--- config.mk ---
export PLATFORM = sky130hd
export DESIGN_NAME = fwd_hazard_ctrl
export DESIGN_NICKNAME = d
export VERILOG_FILES = /design/src/rtl/fwd_hazard_ctrl.sv
export SDC_FILE = /design/constraint.sdc
export NUM_CORES = 1
export LEC_CHECK = 0
export BUFFER_PORTS_ARGS = -buffer_cell sky130_fd_sc_hd__buf_2
export CORE_MARGIN = 5
export CORE_UTILIZATION = 41
export DETAILED_ROUTE_END_ITERATION = 8
export GPL_TIMING_DRIVEN = 0
export PLACE_DENSITY = 0.87
export SLEW_MARGIN = 20
export SYNTH_ARGS = -nofsm -noshare
export SYNTH_HDL_FRONTEND = slang
export SYNTH_SLANG_ARGS = --single-unit
--- constraint.sdc ---
create_clock -name clk -period 2.11 [get_ports clk]
set_clock_uncertainty 0.2 [all_clocks]
set_input_delay 0.3165 -clock clk [delete_from_list [all_inputs] [get_ports clk]]
set_output_delay 0.3165 -clock clk [all_outputs]
set_load 0.05 [all_outputs]
--- src/rtl/fwd_hazard_ctrl.sv ---
// Forwarding and load-use hazard controller for the in-order pipeline.
// Picks the EX operand bypass source from NUM_STG post-EX stages. It also
// stalls IF/ID and injects EX bubbles while a load result is not yet
// forwardable. A saturating stall counter and a sticky illegal-forward
// flag are kept for debug.
module fwd_hazard_ctrl #(
    parameter int REG_AW   = 5,
    parameter int NUM_SRC  = 2,
    parameter int NUM_STG  = 2,
    parameter int LOAD_LAT = 1,
    parameter int CNT_W    = 16,
    localparam int SEL_W   = $clog2(NUM_STG + 1)
) (
    input  logic                        clk,
    input  logic                        reset,
    input  logic                        id_valid,
    input  logic [NUM_SRC*REG_AW-1:0]   id_rs,
    input  logic [NUM_SRC-1:0]          id_rs_used,
    input  logic                        ex_valid,
    input  logic [NUM_SRC*REG_AW-1:0]   ex_rs,
    input  logic [REG_AW-1:0]           ex_rd,
    input  logic                        ex_RegWrite,
    input  logic                        ex_MemRead,
    input  logic [NUM_STG*REG_AW-1:0]   stg_rd,
    input  logic [NUM_STG-1:0]          stg_RegWrite,
    input  logic [NUM_STG-1:0]          stg_MemRead,
    input  logic                        flush,
    output logic [NUM_SRC*SEL_W-1:0]    fwd_sel,
    output logic                        stall,
    output logic                        bubble,
    output logic [CNT_W-1:0]            stall_cnt,
    output logic                        fwd_err
);

    localparam logic [SEL_W-1:0] ONE = SEL_W'(1);

    typedef enum logic {
        IDLE  = 1'b0,
        STALL = 1'b1
    } state_t;

    state_t               state_q, state_d;
    logic [SEL_W-1:0]     rem_q, rem_d;
    logic [CNT_W-1:0]     stall_cnt_q, stall_cnt_d;
    logic                 fwd_err_q, fwd_err_d;
    logic                 stall_c;
    logic [NUM_SRC-1:0]   op_bad;
    logic [SEL_W-1:0]     op_need [NUM_SRC];
    logic [SEL_W-1:0]     need_max;

    for (genvar gi = 0; gi < NUM_SRC; gi++) begin : g_src
        logic [REG_AW-1:0] ex_src;
        logic [REG_AW-1:0] id_src;
        logic [SEL_W-1:0]  sel;
        logic              bad;
        logic [SEL_W-1:0]  need;

        assign ex_src = ex_rs[gi*REG_AW +: REG_AW];
        assign id_src = id_rs[gi*REG_AW +: REG_AW];

        // Bypass select: scan far-to-near so the nearest matching stage wins.
        always_comb begin
            sel = '0;
            bad = 1'b0;
            for (int k = NUM_STG - 1; k >= 0; k--) begin
                if (stg_RegWrite[k] && (stg_rd[k*REG_AW +: REG_AW] != '0) &&
                    (stg_rd[k*REG_AW +: REG_AW] == ex_src)) begin
                    sel = SEL_W'(k + 1);
                    bad = stg_MemRead[k] && (k < LOAD_LAT);
                end
            end
            if (!ex_valid) begin
                sel = '0;
                bad = 1'b0;
            end
        end

        // Stall cycles this ID operand needs before a pending load is forwardable.
        always_comb begin
            need = '0;
            if (id_rs_used[gi] && (id_src != '0)) begin
                if (ex_valid && ex_RegWrite && ex_MemRead && (ex_rd == id_src)) begin
                    need = SEL_W'(LOAD_LAT);
                end
                for (int j = 0; j < NUM_STG; j++) begin
                    if (stg_RegWrite[j] && stg_MemRead[j] &&
                        (stg_rd[j*REG_AW +: REG_AW] == id_src) &&
                        (LOAD_LAT - 1 - j > 0) &&
                        (LOAD_LAT - 1 - j > int'(need))) begin
                        need = SEL_W'(LOAD_LAT - 1 - j);
                    end
                end
            end
        end

        assign fwd_sel[gi*SEL_W +: SEL_W] = sel;
        assign op_bad[gi]                 = bad;
        assign op_need[gi]                = need;
    end

    // Worst-case stall demand over all operands of the ID instruction.
    always_comb begin
        need_max = '0;
        for (int i = 0; i < NUM_SRC; i++) begin
            if (op_need[i] > need_max) begin
                need_max = op_need[i];
            end
        end
        if (!id_valid) begin
            need_max = '0;
        end
    end

    // Stall FSM: IDLE covers the first stall cycle (Mealy), STALL the rest.
    always_comb begin
        state_d = state_q;
        rem_d   = rem_q;
        stall_c = 1'b0;
        case (state_q)
            IDLE: begin
                if (need_max != '0) begin
                    stall_c = 1'b1;
                    if (need_max > ONE) begin
                        state_d = STALL;
                        rem_d   = need_max - ONE;
                    end
                end
            end
            STALL: begin
                stall_c = 1'b1;
                rem_d   = rem_q - ONE;
                if (rem_q == ONE) begin
                    state_d = IDLE;
                end
            end
            default: begin
                state_d = IDLE;
                rem_d   = '0;
            end
        endcase
        if (flush) begin
            stall_c = 1'b0;
            state_d = IDLE;
            rem_d   = '0;
        end
    end

    // Saturating stall counter and sticky illegal-forward flag.
    always_comb begin
        stall_cnt_d = stall_cnt_q;
        if (stall_c && !(&stall_cnt_q)) begin
            stall_cnt_d = stall_cnt_q + 1'b1;
        end
        fwd_err_d = fwd_err_q | (|op_bad);
    end

    // State registers with synchronous reset.
    always_ff @(posedge clk) begin
        if (reset) begin
            state_q     <= IDLE;
            rem_q       <= '0;
            stall_cnt_q <= '0;
            fwd_err_q   <= 1'b0;
        end else begin
            state_q     <= state_d;
            rem_q       <= rem_d;
            stall_cnt_q <= stall_cnt_d;
            fwd_err_q   <= fwd_err_d;
        end
    end

    assign stall     = stall_c;
    assign bubble    = stall_c;
    assign stall_cnt = stall_cnt_q;
    assign fwd_err   = fwd_err_q;

endmodule

==> results of run 1 <==
==> registers in the layout, summed over array words and instances (netlist names) <==
signal and flops:
fwd_err 1, stall_cnt 16, rem_q 2, state_q 1
==> routing by layer <==
metal / track usage [%] / up-vias
met5: 0 / -
li1: - / 797
met3: 5.42 / 8
met2: 33.6 / 46
met4: 2.98 / 0
met1: 17.4 / 789
==> area by class of cell <==
type | count | share of cell area, %
buffer | 4 | 1.47
clock buffer | 4 | 1.14
inverter | 6 | 0.980
multi-input combinational | 134 | 50.3
sequential | 20 | 18.6
tap | 46 | 2.51
timing repair buffer | 88 | 25.0
==> worst max-delay path by stage <==
stage | start | endpoint | slack, ns
final | id_rs[3] | stall | -0.14
after global routing | id_rs[3] | stall | -0.16
after CTS | id_rs[3] | stall | -0.16
after detailed placement | ex_rd[3] | stall_cnt[9] | -0.30
after global placement | id_rs[0] | stall_cnt[1] | -0.24
after floorplan | ex_rs[3] | fwd_sel[1] | -0.08
==> power breakdown <==
part / internal [mW] / switching, mW / leakage (nW)
clock: 0.0743 / 0.126 / 0.0150
sequential: 0.371 / 0.000183 / 0.169
combinational: 0.0927 / 0.0974 / 0.762
total: 0.538 / 0.223 / 0.946
==> kinds of logic after synthesis <==
kind of cell,after synthesis,synth area share (%)
buffers and inverters,10,3.27
muxes,2,1.45
AOI/OAI and AO/OA,36,17.0
adders and majority gates,2,1.81
and+or+nand+nor,62,27.8
DFF,20,29.0
xor gates and xnor gates,31,19.7
==> through the flow <==
step / area, sq um / hold slack [ns] / TNS [ns] / power [mW]
after global routing: 2300 / 0.0126 / -1.14 / 0.792
final: 2300 / 0.00417 / -0.284 / 0.761
after global placement: 1860 / 0.232 / -3.51 / 0.530
after CTS: 2020 / 0.0265 / -0.432 / 0.733
after detailed placement: 1860 / 0.236 / -3.91 / 0.535
after floorplan: 1470 / 0.194 / -0.158 / 0.460
==> cell usage in the layout (no fill, tap or decap), drive strengths merged, types with 2 or more instances in the layout <==
cell type	Yosys	layout
xnor2	16	16
inv	6	6
and2	2	2
nand2b	3	3
nor2	4	4
mux2i	2	2
xor2	15	15
nor4	5	5
ha	2	2
nand4	3	3
or2	2	2
clkbuf	2	7
nor3	3	3
a21oi	16	16
and3	2	2
o21ai	11	12
buf	2	89
nand3	11	11
nand2	6	6
o31ai	5	5
or3	8	8
dfxtp	20	20
or4	10	10
==> repair_timing <==
action | in CTS | in global routing
gates cloned | 0 | 2
resized for setup | 23 | 34
setup buffers | 3 | 16
pin swaps | 8 | 20
setup endpoints to repair | 9 | 22
==> summary.md, run 1 <==
| Metric | Value |
|---|---|
| Number of synthesis warnings | 0 |
| Total length of routed met2 wires | 2.63 mm |
| Netlist cell types | 35 |
| Detail Route Antenna Nets | 0 |
| Number of cell rows | 21 |
| Main flop type after synthesis | dfxtp_1 |
| Syn Inst Count | between 150 and 200 |
| Final weighted congestion of routability-driven global placement | 0.783 |
| I/O pin cnt | just over 70 |
| Cell with the most instances after synthesis | dfxtp_1 |
| Worst relative slew slack | 62.7% |
| Number of antenna violations at the first check in global routing | 0 |
| Cell type group with the largest total delay on the critical path | simple AND/OR/NAND/NOR gates |
| Reg-to-reg critical path endpoint | stall_cnt[9] |
| Clock-pin slew reported for the worst setup and hold paths after clock tree synthesis | 0.11 ns |
| Min Clock Period, post-route | 2.25 ns |
| Setup repair after global routing missed its margin | yes |
| Multi-input combinational cell area | 1150 sq um |
| Area taken by flip-flops and latches | 428 sq um |
| Maximum frequency from static timing analysis | 445 MHz |
| Outcome | finished, violations left |
| Setup slack on the worst flop-to-flop path | 0.02 ns |
| Class of the tightest hold or removal check | input pin to register |
| Routed wire length on met3 | 322 microns |
| Net count reported at finish | 307 |
| Total CTS buffers | 3 |
| Pin count of the biggest net entering global routing | 12 |
| Level count of the clock H-tree | 1 |
| Overall fraction of global-route tracks in use | 17.0% |
| Setup crit start kind | input pin |
| Total Wirelength | 4.67 mm |
| Depth of the critical timing path with buffers and inverters included | 7 |
| Share of final-layout standard cells stronger than drive strength 1 | between 50% and 60% |
| First-pass GRT wire length | 6.18 mm |
| Crit path max fanout | 3 |
| Origin of the critical flop-to-flop path | stall_cnt[11] |
| Sequential-to-total area share from yosys stat | 29.0% |
| Number of clock sinks seen by CTS | 20 |
| Highest cell delay on the worst timing path | around 0.54 ns |
| Post-Place Worst Slack | -0.305 ns |
| Core Footprint | 3280 sq um |
| Avg Cell Area, Syn | 8.46 sq um |
| Horizontal die dimension | 68.0 microns |
| Worst-case reg-to-reg path depth | 7 |
| Non-Filler Instances | just over 300 |
| Power per Cell Area | 331 nW/um^2 |
| Number of max-slew violations in the final report | 0 |
| Number of design rule violations left after detail routing | 0 |
| Leading post-synthesis cells by instance count | 20 x dfxtp_1, 16 x xnor2_1, 15 x a21oi_1, 15 x xor2_1, 11 x nand3_1 |
| Synthesized area | 1380 sq um |
| Failing checks | negative setup slack |
| Die Y-Extent | ~68 microns |
| Post-synthesis cell type with the largest combined area | dfxtp_1 |
| Synthesized net count | 213 |
| CP Buf/Inv Count | 3 |
| Drt wl/cell | 15.5 microns |
| Starting density of the core | 42.0% |
| Area share of the largest cell type after synthesis | 29.0% |
| Arrival time reported for the critical path endpoint | between 1.5 and 2 ns |
| Number of cells in the design after placement | 277 |
| Transition at the pin with the smallest max-transition slack | between 0.5 and 0.6 ns |
| # hold bufs at CTS | 0 |
| Final core utilization | 69.9% |
| Critical-path cell with the highest stage delay | or4_4 |
| Classification of the worst setup path | input pin to primary output |
| Worst Hold End | state_q |
| Count of input and output buffers | slightly below 70 |
| Setup-failing EPs final | 5 |
| Total number of vias | 1640 |
| Maximum clock path buffer count | 2 |
| Most numerous cell on the critical path | buf_8 |
| Routed via count divided by cell count | 5.43 |
| Die Area | 4620 sq um |
| Worst-Skew Late Latency | 0.32 ns |
| Hold violation total from the final report | 0 |
| M1 wire length | roughly 1.6 mm |
| HPWL after detailed placement | 3.03 mm |
| Final clock period utilization by the worst path | 106% |
| Synth area leaders | dfxtp_1 29%, xnor2_1 10%, xor2_1 9.5% |
| Sort of element at the end of the critical path | primary output |
| Required time worst endpoint | about 1.6 ns |
| CTS tree | built |
| Cells traversed along the worst timing path | buf_6 -> or4_4 -> a21oi_4 -> o41ai_4 -> or2_4 -> buf_8 -> buf_8 |
| Number of iterations in the first detailed-routing pass | 4 |
| Number of enable flip-flop cells after synthesis | 0 |
| Top Layer Used | met4 |
| Fin worst setup slack | -0.136 ns |
| Antenna cells | 0 |
| Async set-reset flop share out of synthesis | 0% |
| Leak Pwr | 0.946 nW |
| Peak ir drop on the vdd network | between 200 and 250 uV |
| Initial detailed-routing violation count | 98 |
| Start point of the worst hold path | flush |
| Number of inserted filler cells in the final layout | 255 |
| Cells on Worst Hold Path | 2 |
| Max-capacitance violation count | 0 |
| Remaining global-route overflow | 0 |
| Root Buffer | clkbuf_4 |
| Syn-to-layout area delta | 66.6% |
| Count of state elements after synthesis | 20 |
| Vias in the first global route | roughly 1.5k |
(Power assumes the default switching activity.)
==> inputs of run 2 (changes only) <==
Settings changed: PLACE_DENSITY 0.87 to unset, PLACE_DENSITY_LB_ADDON set to 0.08, RECOVER_POWER set to 100.
==> summary.md, run 2 (synthesis results as in run 1) <==
| Metric | Value |
|---|---|
| Routed via count divided by cell count | 5.39 (-0.76%) |
| Arrival time reported for the critical path endpoint | 1.74 ns (about the same) |
| Maximum clock path buffer count | 2 (unchanged) |
| Vias in the first global route | 1568 (+3.5%) |
| Peak ir drop on the vdd network | 228 uV (+9.2%) |
| Most common library cell in the layout ignoring fill and taps | buf_2 |
| Pin count of the biggest net entering global routing | 12 (unchanged) |
| End point of the critical path | stall |
| Post-Place Worst Slack | -0.346 ns (-0.0407 ns) |
| Count of input and output buffers | 68 (unchanged) |
| Number of flip-flops under the largest register name | 16 (unchanged) |
| HPWL after detailed placement | 3.24 mm (+6.7%) |
| Transition at the pin with the smallest max-transition slack | 0.601 ns (+0.0412 ns) |
| Number of cells in the design after placement | 277 (unchanged) |
| Required time worst endpoint | 1.59 ns (about the same) |
| Leak Pwr | 0.887 nW (-6.2%) |
| Total Wirelength | 4.64 mm (-0.77%) |
| Max-capacitance violation count | 0 (unchanged) |
| Antenna cells | 0 (unchanged) |
| Tot Pwr | 0.741 mW (-2.7%) |
| Worst-case reg-to-reg path depth | 8 (+1) |
| Level count of the clock H-tree | 1 (unchanged) |
| First-pass GRT wire length | 6.86 mm (+11%) |
| Horizontal die dimension | 68.0 microns (unchanged) |
| Share of final-layout standard cells stronger than drive strength 1 | 47.5% (-7.2 points) |
| Crit path max fanout | 3 (unchanged) |
| Multi-input combinational cell area | 1150 sq um (-0.54%) |
| Final clock period utilization by the worst path | 107% (+0.45 points) |
| Hold violation total from the final report | 0 (unchanged) |
| Tightest hold margin | 0.0178 ns (+0.0136 ns) |
| Final weighted congestion of routability-driven global placement | 0.776 (-0.84%) |
| Initial detailed-routing violation count | 115 (+17%) |
| Worst-Skew Late Latency | 0.31 ns (about the same) |
| Class of the tightest hold or removal check | input pin to register |
| Highest cell delay on the worst timing path | 0.54 ns (about the same) |
| Area taken by flip-flops and latches | 430 sq um (+0.58%) |
| Die Area | 4620 sq um (unchanged) |
| Placed inst area | 1860 sq um (unchanged) |
| Setup-failing EPs final | 4 (-1) |
| Number of iterations in the first detailed-routing pass | 4 (unchanged) |
| Clock-pin slew reported for the worst setup and hold paths after clock tree synthesis | 0.11 ns (about the same) |
| Sort of element at the end of the critical path | primary output |
| Summed negative setup slack over all endpoints | -0.313 ns (-0.0282 ns) |
| Detail Route Antenna Nets | 0 (unchanged) |
| Setup crit start kind | input pin |
| Failing checks | negative setup slack |
| Critical-path cell with the highest stage delay | or4_4 |
| Setup slack on the worst flop-to-flop path | 0.02 ns (about the same) |
| Overall fraction of global-route tracks in use | 19.0% (+2.0 points) |
| Cells traversed along the worst timing path | buf_6 -> or4_4 -> a21oi_4 -> nor4_4 -> or2_4 -> buf_8 -> buf_8 |
| Die Y-Extent | 68.0 microns (unchanged) |
| Final core utilization | 69.9% (-0.076 points) |
| Top library cells by usage in the layout, fill and taps aside | 37 x buf_2, 19 x clkbuf_1, 19 x buf_4, 15 x xnor2_1, 15 x xor2_1 |
| Outcome | finished, violations left |
| Drt wl/cell | 15.3 microns (-1.1%) |
| CTS tree | built |
| Most numerous cell on the critical path | buf_8 |
| Classification of the worst setup path | input pin to primary output |
| I/O pin cnt | 71 (unchanged) |
| Number of max-slew violations in the final report | 0 (unchanged) |
| Setup repair after global routing missed its margin | yes |
| Worst relative slew slack | 60.1% (-2.6 points) |
| Global routing usage on met2 | 36.0% (+2.4 points) |
| Starting density of the core | 42.0% (unchanged) |
| Fin area | 2290 sq um (-0.11%) |
| Min Clock Period, post-route | 2.25 ns (+0.00947 ns) |
| Reg-to-reg critical path endpoint | stall_cnt[15] |
| Core Footprint | 3280 sq um (unchanged) |
| Total number of vias | 1633 (-0.43%) |
| Remaining global-route overflow | 0 (unchanged) |
| Most Crowded Layer GR | met2 |
| Met1 usage in global routing | 21.6% (+4.2 points) |
| Net count reported at finish | 308 (+0.33%) |
| Met3 layer usage reported by global route | 4.93% (-0.49 points) |
| Number of cell rows | 21 (unchanged) |
| Root Buffer | clkbuf_4 |
| Maximum frequency from static timing analysis | 443 MHz (-0.42%) |
| Power per Cell Area | 323 nW/um^2 (-2.6%) |
| Total CTS buffers | 3 (unchanged) |
| Origin of the critical flop-to-flop path | stall_cnt[1] |
| Number of clock sinks seen by CTS | 20 (unchanged) |
| Number of inserted filler cells in the final layout | 283 (+11%) |
| Worst setup startpoint | id_rs[8] |
| Fin worst setup slack | -0.145 ns (-0.00948 ns) |
| # hold bufs at CTS | 0 (unchanged) |
| Non-Filler Instances | 303 (+0.33%) |
| Syn-to-layout area delta | 66.4% |
| Number of design rule violations left after detail routing | 0 (unchanged) |
| Number of antenna violations at the first check in global routing | 0 (unchanged) |
==> run 2: cell count changes in the layout (fill, tap and decap cells not counted), sizes merged <==
cell,change
clkbuf,+17
buf,-17
clkinv,+1
==> run 2: worst min path at each step <==
| stage | from | cells after the start | to | slack (ns) |
|---|---|---|---|---|
| global placement | fwd_err | 2 | fwd_err | 0.23 |
| finish | flush | 2 | state_q | 0.02 |
| global route | flush | 2 | state_q | 0.006 |
| CTS | flush | 2 | state_q | 0.01 |
| detailed placement | fwd_err | 2 | fwd_err | 0.24 |
| floorplan | flush | 1 | rem_q[0] | 0.19 |
==> run 2: report_power, final <==
group	switching, mW	internal [mW]
combinational	0.0941	0.0900
clock	0.118	0.0691
sequential	0.000176	0.370
==> run 2: per-layer routing <==
layer	vias up	wire length (microns)
met3	4	302
met5	-	0
li1	791	-
met2	62	2510
met1	776	1810
met4	0	18
==> run 2: critical path, delay by kind of cell <==
kind,cells,cell delay (ns)
AOI/OAI and AO/OA,1,0.18
buffers and inverters,3,0.35
and+or+nand+nor,3,0.88
==> run 2: final cells by class <==
type / instances / area share [%]
multi-input cells: 134 / 50.1
repair buffers: 89 / 25.1
flip-flops and latches: 20 / 18.8
well taps: 46 / 2.51
plain buffers: 4 / 1.47
clock buffers: 3 / 0.981
inverters: 6 / 0.981
clock inverters: 1 / 0.164
==> run 2: repair_timing <==
action | in CTS | in global routing
gates cloned | 0 | 2
setup endpoints to repair | 10 | 20
setup buffers | 2 | 18
gates resized for setup | 38 | 25
pin swaps | 11 | 19
==> inputs of run 3 (changes only) <==
Settings changed: CORE_ASPECT_RATIO set to 0.75.
==> summary.md, run 3 (synthesis results as in run 1) <==
| Metric | Value |
|---|---|
| Outcome | finished, violations left |
| Failing checks | negative setup slack |
| Net count reported at finish | 297 (-3.6%) |
| Clock-pin slew reported for the worst setup and hold paths after clock tree synthesis | 0.07 ns (-0.04 ns) |
| Setup repair after global routing missed its margin | yes |
| Root Buffer | clkbuf_8 |
| CTS tree | built |
| Vias in the first global route | 1528 (-2.6%) |
| Setup-failing EPs final | 6 (+2) |
| Remaining global-route overflow | 0 (unchanged) |
| Peak ir drop on the vdd network | 216 uV (-5.2%) |
| Number of design rule violations left after detail routing | 0 (unchanged) |
| Leak Pwr | 0.867 nW (-2.3%) |
| Setup crit start kind | input pin |
| Worst-Skew Late Latency | 0.26 ns (-0.05 ns) |
| Share of final-layout standard cells stronger than drive strength 1 | 48.4% (+0.90 points) |
| Most common library cell in the layout ignoring fill and taps | buf_2 |
| Routed via count divided by cell count | 5.51 (+2.2%) |
| Count of input and output buffers | 68 (unchanged) |
| Die Area | 4630 sq um (+0.26%) |
| Final weighted congestion of routability-driven global placement | 0.818 (+5.4%) |
| Number of flip-flops under the largest register name | 16 (unchanged) |
| Hold violation total from the final report | 0 (unchanged) |
| Number of cells in the design after placement | 271 (-2.2%) |
| HPWL after detailed placement | 3.26 mm (+0.63%) |
| Total number of vias | 1575 (-3.6%) |
| Post-Place Worst Slack | -0.291 ns (+0.0542 ns) |
| Power per Cell Area | 362 nW/um^2 (+12%) |
| Class of the tightest hold or removal check | input pin to register |
| Maximum clock path buffer count | 2 (unchanged) |
| Number of max-slew violations in the final report | 0 (unchanged) |
| Top library cells by usage in the layout, fill and taps aside | 39 x buf_2, 20 x clkbuf_1, 15 x xnor2_1, 14 x xor2_1, 12 x buf_6 |
| Arrival time reported for the critical path endpoint | 1.70 ns (-0.04 ns) |
| Pin count of the biggest net entering global routing | 12 (unchanged) |
| Final clock period utilization by the worst path | 105% (-2.0 points) |
| Initial detailed-routing violation count | 83 (-28%) |
| Maximum frequency from static timing analysis | 452 MHz (+2.0%) |
| Horizontal die dimension | 77.0 microns (+13%) |
| Number of iterations in the first detailed-routing pass | 4 (unchanged) |
| Overall fraction of global-route tracks in use | 17.5% (-1.5 points) |
| Fin worst setup slack | -0.102 ns (+0.0432 ns) |
| I/O pin cnt | 71 (unchanged) |
| Non-Filler Instances | 286 (-5.6%) |
| Detail Route Antenna Nets | 0 (unchanged) |
| Tot Pwr | 0.822 mW (+11%) |
| Min Clock Period, post-route | 2.21 ns (-0.0432 ns) |
| Number of clock sinks seen by CTS | 20 (unchanged) |
| Drt wl/cell | 15.9 microns (+4.1%) |
| # hold bufs at CTS | 0 (unchanged) |
| Classification of the worst setup path | input pin to primary output |
| Antenna cells | 0 (unchanged) |
| Core Footprint | 3270 sq um (-0.57%) |
| Number of inserted filler cells in the final layout | 293 (+3.5%) |
| Transition at the pin with the smallest max-transition slack | 0.626 ns (+0.0250 ns) |
| Die Y-Extent | 60.2 microns (-11%) |
| Syn-to-layout area delta | 64.7% |
| Fin area | 2270 sq um (-1.0%) |
| Sort of element at the end of the critical path | primary output |
| Final core utilization | 69.5% (-0.33 points) |
| Max-capacitance violation count | 0 (unchanged) |
| Starting density of the core | 42.2% (+0.24 points) |
| Required time worst endpoint | 1.59 ns (about the same) |
| Total CTS buffers | 3 (unchanged) |
| Number of antenna violations at the first check in global routing | 0 (unchanged) |
| Worst relative slew slack | 58.4% (-1.7 points) |
| Total Wirelength | 4.56 mm (-1.7%) |
| Crit path max fanout | 3 (unchanged) |
| Level count of the clock H-tree | 1 (unchanged) |
| Number of cell rows | 18 (-14%) |
| Placed inst area | 1860 sq um (-0.40%) |
| First-pass GRT wire length | 6.64 mm (-3.2%) |
-- run 3: power breakdown --
part / internal [mW] / switching [mW] / total, mW
sequential: 0.372 / 0.000183 / 0.372
combinational: 0.0891 / 0.0959 / 0.185
clock: 0.135 / 0.130 / 0.265
-- run 3: per-layer routing --
metal | GRT usage, % | vias up | wire length (microns)
met5 | 0 | - | 0
met4 | 4.24 | 0 | 31
met3 | 4.67 | 4 | 293
met2 | 32.9 | 53 | 2400
met1 | 20.0 | 744 | 1830
li1 | - | 774 | -
-- run 3: worst max-delay path, cell delays in order --
cell     delay, ns
buf_6         0.09
or4_4         0.54
a21oi_4       0.15
nor4_4        0.06
or2_4         0.27
buf_8         0.12
buf_8         0.14
-- run 3: repair_timing --
action / CTS / global route
endpoints found under the hold margin: 0 / 0
setup buffers: 3 / 6
endpoints found under the setup margin: 9 / 21
gates resized for setup: 30 / 42
cloned: 0 / 2
pin swaps: 13 / 15
-- run 3: final cells by class --
class                      instances  area [sq um]  share of cell area [%]
buffer                             4          33.8                    1.49
clock buffer                       4          45.0                    1.98
inverter                           6          22.5                   0.992
multi-input combinational        134          1200                    52.8
sequential                        20           425                    18.7
tap                               40          50.0                    2.20
timing repair buffer              78           495                    21.8
-- run 3: final timing paths --
path	to	depth (start not counted)	slack, ns	start
worst min register to register	fwd_err	2	0.26	fwd_err
worst min-delay path	rem_q[0]	2	0.07	flush
worst max-delay path	stall	7	-0.10	id_rs[5]
worst max register to register	stall_cnt[1]	7	-0.01	stall_cnt[4]
-- run 3: metrics by stage --
stage,setup TNS (ns),hold slack (ns)
after floorplan,-0.158,0.194
after global placement,-3.64,0.232
after detailed placement,-4.40,0.242
after CTS,-0.453,0.0734
after global routing,-2.08,0.0792
final,-0.307,0.0745
